File: src/rtl/uart_tx_arbiter.sv
// Round-robin scheduler sharing one UART transmitter among NREQ byte requesters,
// with a per-grant burst limit and a watchdog on the transmitter's done tick.
module uart_tx_arbiter #(
   parameter int NREQ      = 4,
   parameter int DBIT      = 8,
   parameter int MAX_BURST = 4,
   parameter int TO_BITS   = 16
) (
   input  logic                 clk,
   input  logic                 reset_n,
   input  logic [NREQ-1:0]      req,
   input  logic [NREQ*DBIT-1:0] req_data,
   output logic [NREQ-1:0]      req_ack,
   output logic [NREQ-1:0]      grant,
   output logic                 tx_start,
   output logic [DBIT-1:0]      tx_din,
   input  logic                 tx_done_tick,
   output logic                 busy,
   output logic                 timeout_err
);

   localparam int IDX_W = $clog2(NREQ);
   localparam int BC_W  = $clog2(MAX_BURST + 1);

   localparam logic [TO_BITS-1:0] WD_MAX    = '1;
   localparam logic [BC_W-1:0]    BURST_MAX = BC_W'(MAX_BURST);
   localparam logic [IDX_W-1:0]   IDX_LAST  = IDX_W'(NREQ - 1);

   typedef enum logic [1:0] {
      S_IDLE,
      S_LOAD,
      S_WAIT
   } state_t;

   state_t             r_state;
   state_t             w_state_nxt;
   logic [NREQ-1:0]    r_grant;
   logic [IDX_W-1:0]   r_last;
   logic [BC_W-1:0]    r_burst;
   logic [TO_BITS-1:0] r_wd;
   logic [DBIT-1:0]    r_tx_din;
   logic               r_timeout;

   logic               w_pick_valid;
   logic [IDX_W-1:0]   w_pick_idx;
   logic [IDX_W-1:0]   w_cand;
   logic [IDX_W-1:0]   w_gidx;
   logic               w_start_grant;
   logic               w_continue;
   logic               w_release;
   logic               w_expire;

   function automatic logic [IDX_W-1:0] rr_idx(input logic [IDX_W-1:0] base, input int k);
      int s;
      s = (32'(base) + k) % NREQ;
      return IDX_W'(s);
   endfunction

   // Walk offsets from farthest to nearest so the requester just after
   // last_grant is the final (winning) assignment.
   always_comb begin
      // NOTE: every output of a combinational block gets a default first, so no latch is inferred.
      w_pick_valid = 1'b0;
      w_pick_idx   = '0;
      w_cand       = '0;
      for (int k = NREQ; k >= 1; k--) begin
         w_cand = rr_idx(r_last, k);
         if (req[w_cand]) begin
            w_pick_valid = 1'b1;
            w_pick_idx   = w_cand;
         end
      end
   end

   always_comb begin
      w_gidx = '0;
      for (int i = 0; i < NREQ; i++) begin
         if (r_grant[i]) w_gidx = IDX_W'(i);
      end
   end

   always_comb begin
      w_state_nxt   = r_state;
      w_start_grant = 1'b0;
      w_continue    = 1'b0;
      w_release     = 1'b0;
      w_expire      = 1'b0;
      case (r_state)
         S_IDLE: begin
            if (w_pick_valid) begin
               w_start_grant = 1'b1;
               w_state_nxt   = S_LOAD;
            end
         end
         S_LOAD: w_state_nxt = S_WAIT;
         S_WAIT: begin
            // A done tick in the same cycle as expiry wins over the watchdog.
            if (tx_done_tick) begin
               if (req[w_gidx] && (r_burst < BURST_MAX)) begin
                  w_continue  = 1'b1;
                  w_state_nxt = S_LOAD;
               end else begin
                  w_release   = 1'b1;
                  w_state_nxt = S_IDLE;
               end
            end else if (r_wd == WD_MAX) begin
               w_release   = 1'b1;
               w_expire    = 1'b1;
               w_state_nxt = S_IDLE;
            end
         end
         default: w_state_nxt = S_IDLE;
      endcase
   end

   // NOTE: sequential state uses non-blocking assignments only.
   always_ff @(posedge clk or negedge reset_n) begin
      if (!reset_n) r_state <= S_IDLE;
      else          r_state <= w_state_nxt;
   end

   always_ff @(posedge clk or negedge reset_n) begin
      if (!reset_n) begin
         r_grant   <= '0;
         r_last    <= IDX_LAST;
         r_burst   <= '0;
         r_wd      <= '0;
         r_tx_din  <= '0;
         r_timeout <= 1'b0;
      end else begin
         r_timeout <= w_expire;
         if (w_start_grant) begin
            r_grant  <= NREQ'(1) << w_pick_idx;
            r_tx_din <= req_data[w_pick_idx*DBIT +: DBIT];
            r_burst  <= BC_W'(1);
         end
         if (w_continue) begin
            r_tx_din <= req_data[w_gidx*DBIT +: DBIT];
            r_burst  <= r_burst + 1'b1;
         end
         if (w_release) begin
            r_last  <= w_gidx;
            r_grant <= '0;
            r_burst <= '0;
         end
         if (r_state == S_LOAD) begin
            r_wd <= '0;
         end else if ((r_state == S_WAIT) && !tx_done_tick && (r_wd != WD_MAX)) begin
            r_wd <= r_wd + 1'b1;
         end
      end
   end

   assign tx_start    = (r_state == S_LOAD);
   assign req_ack     = (r_state == S_LOAD) ? r_grant : '0;
   assign grant       = r_grant;
   assign tx_din      = r_tx_din;
   assign busy        = (r_state != S_IDLE);
   assign timeout_err = r_timeout;

endmodule

File: config.mk
export PLATFORM = sky130hd
export DESIGN_NAME = uart_tx_arbiter
export DESIGN_NICKNAME = d
export VERILOG_FILES = /design/src/rtl/uart_tx_arbiter.sv
export SDC_FILE = /design/constraint.sdc
export NUM_CORES = 1
export LEC_CHECK = 0
export CAP_MARGIN = 20
export CORE_ASPECT_RATIO = 0.9
export CORE_MARGIN = 2
export CORE_UTILIZATION = 35
export DETAILED_ROUTE_END_ITERATION = 6
export RECOVER_POWER = 25
export SLEW_MARGIN = 20
export SYNTH_ARGS = -nofsm -noshare
export SYNTH_HDL_FRONTEND = slang
export SYNTH_SLANG_ARGS = --single-unit
File: constraint.sdc
create_clock -name clk -period 7.1 [get_ports clk]
set_clock_uncertainty 0.1 [all_clocks]
set_input_delay 0.71 -clock clk [delete_from_list [all_inputs] [get_ports clk]]
set_output_delay 0.71 -clock clk [all_outputs]
set_load 0.05 [all_outputs]
==> results of run 1 <==
==> flip-flops by register name, indices dropped and copies added (netlist names) <==
signal and flops:
tx_din 8, grant 4, r_last 2, timeout_err 1
r_state 2, r_wd 16, r_burst 3
==> how the worst max path moves through the flow <==
stage	startpoint	endpoint	slack [ns]
finish	tx_done_tick	tx_din[1]	3.91
global route	tx_done_tick	tx_din[1]	3.63
CTS	tx_done_tick	tx_din[2]	3.88
detailed placement	tx_done_tick	tx_din[0]	3.56
global placement	tx_done_tick	tx_din[3]	3.67
floorplan	tx_done_tick	tx_din[0]	4.57
==> synthesized netlist by cell type (2+ instances only) <==
library cell,count
a21o_1,3
a21oi_1,3
a222oi_1,7
a22o_1,4
and2_1,6
clkbuf_1,2
dfrtp_1,34
dfstp_2,2
ha_1,2
inv_1,12
mux2i_1,20
nand2_1,13
nand2b_1,7
nand3_1,10
nand4_1,5
nor2_1,18
nor2b_1,5
nor3_1,2
nor4_1,2
nor4b_1,2
o21ai_0,7
o41ai_1,2
or3_1,2
xnor2_1,3
xor2_1,6
==> cells by family (layout without fill, tap and decap cells) <==
kind of cell,after synthesis,count (layout)
AO/OA/AOI/OAI,36,36
XOR/XNOR,9,9
adder cells (fa/ha/maj),2,2
buffers and inverters,17,79
flip-flops,36,36
multiplexers,22,22
AND/OR/NAND/NOR,77,77
==> final cells by class <==
cell class	instances	area, sq um
Fill cell	553	2830
Inverter	13	48.8
Clock inverter	3	90.1
Tap cell	70	87.6
Timing Repair Buffer	58	572
Sequential cell	36	903
Clock buffer	5	68.8
Multi-Input combinational cell	146	1060
==> metal layers <==
layer / track usage / vias to the layer above
met5: 0 / -
met4: 0.0619 / 0
met3: 0.0336 / 9
met2: 0.251 / 45
met1: 0.208 / 812
li1: - / 854
==> metrics by stage <==
stage               setup slack [ns]  hold slack, ns
floorplan                       4.57           0.314
global placement                3.67           0.372
detailed placement              3.56           0.372
CTS                             3.88           0.382
global route                    3.63           0.405
finish                          3.91           0.386
==> where the power goes <==
part	internal, W	leakage, nW	switching [W]
Sequential	0.000264	0.461	0.0000494
Clock	0.000176	0.0784	0.0000771
Combinational	0.000219	0.698	0.000343
Total	0.000659	1.24	0.000469
==> results_dict.tcl, run 1 <==
set metrics [dict create \
    synth_top_area_frac 0.417 \
    rr_worst_depth 6 \
    hold_depth 1 \
    io_pins 58 \
    crit_family "multiplexers" \
    end_kind "flip-flop" \
    reg2reg_to "tx_din[1]" \
    drv_cap 1 \
    grt_pass1_wl_microns 8160 \
    synth-seq-area-share 0.443 \
    grt_use_total 0.157 \
    root_buffer "clkbuf_8" \
    min_period_over_period 0.450 \
    ir_drop_uv 206 \
    finalNonFillerCells 331 \
    synth_top_area_cell "dfrtp_1" \
    core-area_sq_um 5660 \
    place_congestion 0.820 \
    cp_num_buf_inv 1 \
    synth_edf_count 0 \
    worstPathRequired_ns 7.19 \
    ant_nets 0 \
    crit_fanout 16 \
    drtIter0Drc 91 \
    max_stage_delay_ns 0.75 \
    dpl_cell_area_sq_um 2680 \
    arrival_ns 3.29 \
    cts_buffer_depth 2 \
    hold_path_class "flip-flop to flip-flop" \
    grt_max_degree 37 \
    utilization 0.500 \
    power.density_nw_per_um2 398 \
    vias 1720 \
    met3WireLength_microns 204 \
    antenna_found_initial 0 \
    maxSlewHeadroom -0.336 \
    layout_common_cells "clkdlybuf4s50_1 (56), dfrtp_1 (34), mux2i_1 (20), nor2_1 (18), nand2_1 (13)" \
    start_util 0.361 \
    synth_fa_ha_area_frac 0.0123 \
    drive_above_1_share 0.0651 \
    dr_wl_met2_microns 2230 \
    r2r_setup_slack_ns 4.40 \
    dpl.cell_count 323 \
    min-delay-start "r_wd[5]" \
    final_common_cell "clkdlybuf4s50_1" \
    ys_ff_latch 36 \
    numCtsBuffers 5 \
    p_leak_nw 1.24 \
    synth.avg_cell_area_sq_um 10.3 \
    max_freq_mhz 313 \
    rsz0062_at_grt "no" \
    firstDrtPassIters 4 \
    rows 26 \
    areaGrowthSynthToFinish_pct 38.8 \
    wl_met1_microns 2270 \
    total_power_w 0.00113 \
    synth_nets 240 \
    slew_violations 37 \
    path_depth 7 \
    critical_path_class "input port to flip-flop" \
    final_hold_viol_count 0 \
    die_y_microns 76.4 \
    start_kind "input port" \
    postCtsHoldBufs 0 \
    fin_nets 301 \
    synth.distinct_cells 45 \
    path_cells "clkdlybuf4s50_1, nor2b_1, o311ai_4, nor3_4, mux2i_4, mux2i_1, a221oi_1" \
    synth_compound_area_frac 0.155 \
    clk_pin_slew_worst_paths_ns 0.07 \
    dieArea_sq_um 6460 \
    clkSinkCount 36 \
    fp.dieW_microns 84.5 \
    muxShareOfSynthArea 0.115 \
    clkLatencyLatePin_ns 0.29 \
    via_per_inst 5.20 \
    dp_hpwl_microns 3500 \
    status "finished, violations left" \
    post_cts_buffers 0 \
    drc 0 \
    setup_viol 0 \
    cts_tree "done" \
    synth_xor_area_frac 0.0386 \
    async_flop_share 1.00 \
    tns_ns 0 \
    wl_microns 4790 \
    ys_warn_count 0 \
    synthCells 199 \
    r2r-start "grant[3]" \
    violations "max-capacitance violations, max-slew violations" \
    final_area_sq_um 2830 \
    grt-ovfl-total 0 \
    holdPathEnd "r_wd[5]" \
    crit_slowest_cell "mux2i_4" \
    min_period_ns 3.19 \
    synth_top_family_by_area "simple AND/OR/NAND/NOR gates" \
    top_layer_used "met4" \
    synth_flop_cell "dfrtp_1" \
    h-tree-depth 2 \
    tightest_slew_ns 2.00 \
    antenna_cells 0 \
    first_global_vias 1697 \
    synth_area_sq_um 2040 \
    synthSimpleGateAreaFrac 0.200 \
    post_cts_resize_count 0 \
    wire_per_inst_microns 14.5 \
    synthTopCellsByArea "dfrtp_1 (42%), mux2i_1 (9.8%), a222oi_1 (3.4%)" \
    io_buffers 57 \
]
Note: power is estimated with default switching activity, not from simulation.
==> inputs of run 2 (changes only) <==
Clock period 7.1 ns to 2.9 ns, I/O delays scaled along.
==> run 2 against run 1 <==
The run still ends with max-capacitance violations, max-slew violations left. Design area increased by 1.5%. Wire length rose by 3.6%. Via count rose by 1.1%. Total power is 140% higher. Critical path depth fell by 3. First-iteration DRC count decreased by 19%. Sequential power grew 140%. Clock-buffer cell count is 2 higher. Hold slack got worse by 0.0037 ns. Sequential share of layout area decreased by 0.47 points. Die area stayed put.
==> results_dict.tcl, run 2 (same netlist as run 1, synthesis figures left out) <==
set metrics [dict create \
    largest_register_ffs 16 \
    root_buffer "clkbuf_8" \
    final_common_cell "clkdlybuf4s50_1" \
    p_leak_nw 1.27 \
    maxSlewHeadroom -0.311 \
    hold_path_class "flip-flop to flip-flop" \
    wire_per_inst_microns 14.6 \
    tightest_slew_ns 1.97 \
    slew_violations 37 \
    antenna_found_initial 0 \
    p_clk_frac 0.182 \
    reg2reg_to "tx_din[6]" \
    drc 0 \
    arrival_ns 2.25 \
    core-area_sq_um 5660 \
    holdPathEnd "r_wd[5]" \
    grt_use_total 0.165 \
    place_ws_ns 0.0288 \
    clk_pin_slew_worst_paths_ns 0.07 \
    drive_above_1_share 0.0996 \
    critical_path_class "flip-flop to output port" \
    post_cts_resize_count 0 \
    dp_hpwl_microns 3730 \
    whs_ns 0.382 \
    grt_max_degree 37 \
    layout_common_cells "clkdlybuf4s50_1 (56), dfrtp_1 (34), mux2i_1 (20), nor2_1 (18), nand2_1 (13)" \
    total_power_w 0.00269 \
    crit_fanout 10 \
    rows 26 \
    clkLatencyLatePin_ns 0.29 \
    min_period_over_period 0.911 \
    power.density_nw_per_um2 934 \
    p_sw_w 0.00116 \
    vias 1739 \
    final_hold_viol_count 0 \
    cts_buffer_depth 2 \
    combPwrFrac 0.533 \
    firstDrtPassIters 4 \
    via_per_inst 5.10 \
    end_kind "output port" \
    swShare 0.431 \
    io_buffers 57 \
    worstPathRequired_ns 2.51 \
    r2r-start "grant[3]" \
    max_flop_register "r_wd" \
    io_pins 58 \
    ir_drop_uv 556 \
    drv_cap 1 \
    violations "max-capacitance violations, max-slew violations" \
    drtIter0Drc 74 \
    final.setup.worst_slack_ns 0.259 \
    min-delay-start "r_wd[5]" \
    max_freq_mhz 379 \
    dieArea_sq_um 6460 \
    min_period_ns 2.64 \
    die_y_microns 76.4 \
    r2r_setup_slack_ns 0.31 \
    wl_microns 4960 \
    post_cts_buffers 0 \
    fp.dieW_microns 84.5 \
    status "finished, violations left" \
    areaGrowthSynthToFinish_pct 40.9 \
    place_congestion 0.787 \
    start_util 0.361 \
    cts_tree "done" \
    numCtsBuffers 5 \
    first_global_vias 1726 \
    clkSinkCount 36 \
    rsz0062_at_grt "no" \
    postCtsHoldBufs 0 \
    fin_nets 311 \
    grt_pass1_wl_microns 8600 \
    pwr-share-seq 0.285 \
    ant_nets 0 \
    start_kind "flip-flop" \
    antenna_cells 0 \
    h-tree-depth 2 \
    setup_viol 0 \
    tns_ns 0 \
    p_int_w 0.00153 \
    hold_depth 1 \
    rr_worst_depth 6 \
    grt-ovfl-total 0 \
    final.fill_count 531 \
]
[run 2: cell types whose count changed in the layout (fill, tap and decap cells not counted)]
cell / before / now
bufinv_16: 3 / 1
buf_4: 1 / 11
clkbuf_8: 5 / 7
[run 2: cell type report]
| cell class | instances | area (sq um) | share of cell area |
|---|---|---|---|
| multi-input combinational | 146 | 1060 | 0.369 |
| sequential | 36 | 903 | 0.314 |
| timing repair buffer | 68 | 647 | 0.225 |
| clock buffer | 7 | 96.3 | 0.0335 |
| tap | 70 | 87.6 | 0.0305 |
| inverter | 13 | 48.8 | 0.0170 |
| clock inverter | 1 | 30.0 | 0.0104 |
[run 2: worst max path at each step]
stage / start / end / slack [ns]
after global placement: tx_done_tick / tx_din[1] / 0.08
final: r_state[1] / req_ack[3] / 0.26
after global routing: r_state[1] / req_ack[3] / 0.09
after CTS: r_state[1] / req_ack[3] / 0.23
after floorplan: grant[3] / tx_din[0] / 0.39
after detailed placement: tx_done_tick / tx_din[1] / 0.03
[run 2: critical path: stages (launching register included)]
cell and delay, ns:
dfrtp_1 0.41, nand2b_1 0.28, inv_1 0.30, and2_1 0.18, clkdlybuf4s50_1 0.79
[run 2: through the flow]
step	utilization	instances	cell area, sq um
final	0.508	341	2880
after global routing	0.508	341	2880
after CTS	0.508	341	2880
after detailed placement	0.486	333	2750
after global placement	0.486	333	2750
after floorplan	-	199	2040
[run 2: layer usage]
metal  routed length [microns]  global-route usage  vias to the layer above
met1                      2410               0.231                      835
met5                         0                   0                        -
met3                       158              0.0347                        7
met4                        73              0.0476                        0
li1                          -                   -                      867
met2                      2320               0.257                       30
[run 2: power groups by stage]
stage               clock network [W]  registers, W  logic (W)
finish                       0.000489      0.000765    0.00143
global route                 0.000522      0.000790    0.00154
CTS                          0.000504      0.000768    0.00145
detailed placement                  0      0.000776    0.00144
global placement                    0      0.000771    0.00143
floorplan                           0       0.00101   0.000738
==> inputs of run 3 (changes only) <==
Settings changed: ABC_CLOCK_PERIOD_IN_PS set to 2900, MAX_ROUTING_LAYER set to met4.
==> run 3 against run 2 <==
The flow still finishes with violations (max-capacitance violations, max-slew violations). Design area unchanged. Via count grew 0.46%. Non-clock buffer count stayed put. Clock power about the same. Sequential cell count did not move. Sequential power about the same. Fmax is essentially flat. Sequential share of layout area is the same. Wire length shrank 0.22%. Total power about the same.
==> results_dict.tcl, run 3 (same netlist as run 1, synthesis figures left out) <==
set metrics [dict create \
    antenna_cells 0 \
    pwr-share-seq 0.285 \
    setup_viol 0 \
    arrival_ns 2.25 \
    cts_tree "done" \
    fin_nets 311 \
    min_period_over_period 0.910 \
    grt-ovfl-total 0 \
    io_pins 58 \
    first_global_vias 1727 \
    firstDrtPassIters 4 \
    largest_register_ffs 16 \
    tns_ns 0 \
    violations "max-capacitance violations, max-slew violations" \
    hold_path_class "flip-flop to flip-flop" \
    max_stage_delay_ns 0.79 \
    drc 0 \
    post_cts_buffers 0 \
    status "finished, violations left" \
    core-area_sq_um 5660 \
    grt_pass1_wl_microns 8600 \
    ant_nets 0 \
    drive_above_1_share 0.0996 \
    ir_drop_uv 556 \
    p_int_w 0.00153 \
    swShare 0.431 \
    h-tree-depth 2 \
    end_kind "output port" \
    crit_fanout 10 \
    crit_family "buffers and inverters" \
    fp.dieW_microns 84.5 \
    p_sw_w 0.00116 \
    critical_path_class "flip-flop to output port" \
    rsz0062_at_grt "no" \
    crit_slowest_cell "clkdlybuf4s50_1" \
    final_hold_viol_count 0 \
    start_util 0.361 \
    place_congestion 0.798 \
    areaGrowthSynthToFinish_pct 40.9 \
    utilization 0.508 \
    path_cells "nand2b_1, inv_1, and2_1, clkdlybuf4s50_1" \
    slew_violations 37 \
    post_cts_resize_count 0 \
    final.setup.worst_slack_ns 0.261 \
    clk_pin_slew_worst_paths_ns 0.07 \
    final.fill_count 531 \
    numCtsBuffers 5 \
    final_common_cell "clkdlybuf4s50_1" \
    tightest_slew_ns 1.93 \
    grt_max_degree 37 \
    dp_hpwl_microns 3730 \
    antenna_found_initial 0 \
    cts_buffer_depth 2 \
    power.density_nw_per_um2 934 \
    max_flop_register "r_wd" \
    root_buffer "clkbuf_8" \
    combPwrFrac 0.533 \
    place_ws_ns 0.0288 \
    wl_microns 4950 \
    p_clk_frac 0.182 \
    postCtsHoldBufs 0 \
    drv_cap 1 \
    clkLatencyLatePin_ns 0.29 \
    min_period_ns 2.64 \
    dieArea_sq_um 6460 \
    vias 1747 \
    io_buffers 57 \
    maxSlewHeadroom -0.289 \
    grt_use_total 0.170 \
    rows 26 \
    cp_num_buf_inv 2 \
    worstPathRequired_ns 2.51 \
    via_per_inst 5.12 \
    max_freq_mhz 379 \
    clkSinkCount 36 \
    layout_common_cells "clkdlybuf4s50_1 (56), dfrtp_1 (34), mux2i_1 (20), nor2_1 (18), nand2_1 (13)" \
    wire_per_inst_microns 14.5 \
    p_leak_nw 1.27 \
    start_kind "flip-flop" \
    die_y_microns 76.4 \
    drtIter0Drc 79 \
]
==> run 3: cell counts in the layout (fill, tap and decap cells not counted) <==
No cell type changed its count.
==> run 3: final cells by class <==
class	instances	area, sq um	area share
Inverter	13	48.8	0.0170
Clock buffer	7	96.3	0.0335
Sequential cell	36	903	0.314
Clock inverter	1	30.0	0.0104
Timing Repair Buffer	68	647	0.225
Tap cell	70	87.6	0.0305
Multi-Input combinational cell	146	1060	0.369
==> run 3: worst reg2reg max path, cell delays in order (launching register included) <==
cell	delay, ns
dfrtp_1	0.51
or2b_1	0.26
o311ai_4	0.13
nor3_4	0.27
mux2i_4	0.73
mux2i_1	0.18
a222oi_1	0.30
==> run 3: metal layers <==
layer  global-route usage  up-vias  routed length [microns]
li1                     -      867                        -
met1                0.233      841                     2370
met2                0.257       32                     2350
met3               0.0347        7                      163
met4               0.0476        0                       73
met5                    -        -                        0
==> run 3: worst paths after layout <==
kind,startpoint,to,slack (ns),cells past startpoint
max,r_state[1],req_ack[3],0.26,4
min,r_wd[5],r_wd[5],0.38,1
max reg2reg,grant[3],tx_din[6],0.31,6
min reg2reg,r_wd[5],r_wd[5],0.38,1
max in group asynchronous,reset_n,tx_din[5],1.16,1
min in group asynchronous,reset_n,r_wd[11],0.42,1
==> run 3: power by group through the flow <==
stage	Sequential (W)	Clock, W	Combinational [W]
final	0.000765	0.000488	0.00143
after global routing	0.000790	0.000522	0.00154
after CTS	0.000768	0.000504	0.00145
after detailed placement	0.000776	0	0.00144
after global placement	0.000771	0	0.00143
after floorplan	0.00101	0	0.000738
==> run 3: metrics by stage <==
stage / total power (W) / std cells / instance area [sq um] / hold slack (ns)
after global routing: 0.00285 / 341 / 2880 / 0.414
after floorplan: 0.00175 / 199 / 2040 / -0.106
after detailed placement: 0.00221 / 333 / 2750 / 0.338
after global placement: 0.00221 / 333 / 2750 / 0.335
after CTS: 0.00272 / 341 / 2880 / 0.00803
final: 0.00269 / 341 / 2880 / 0.382
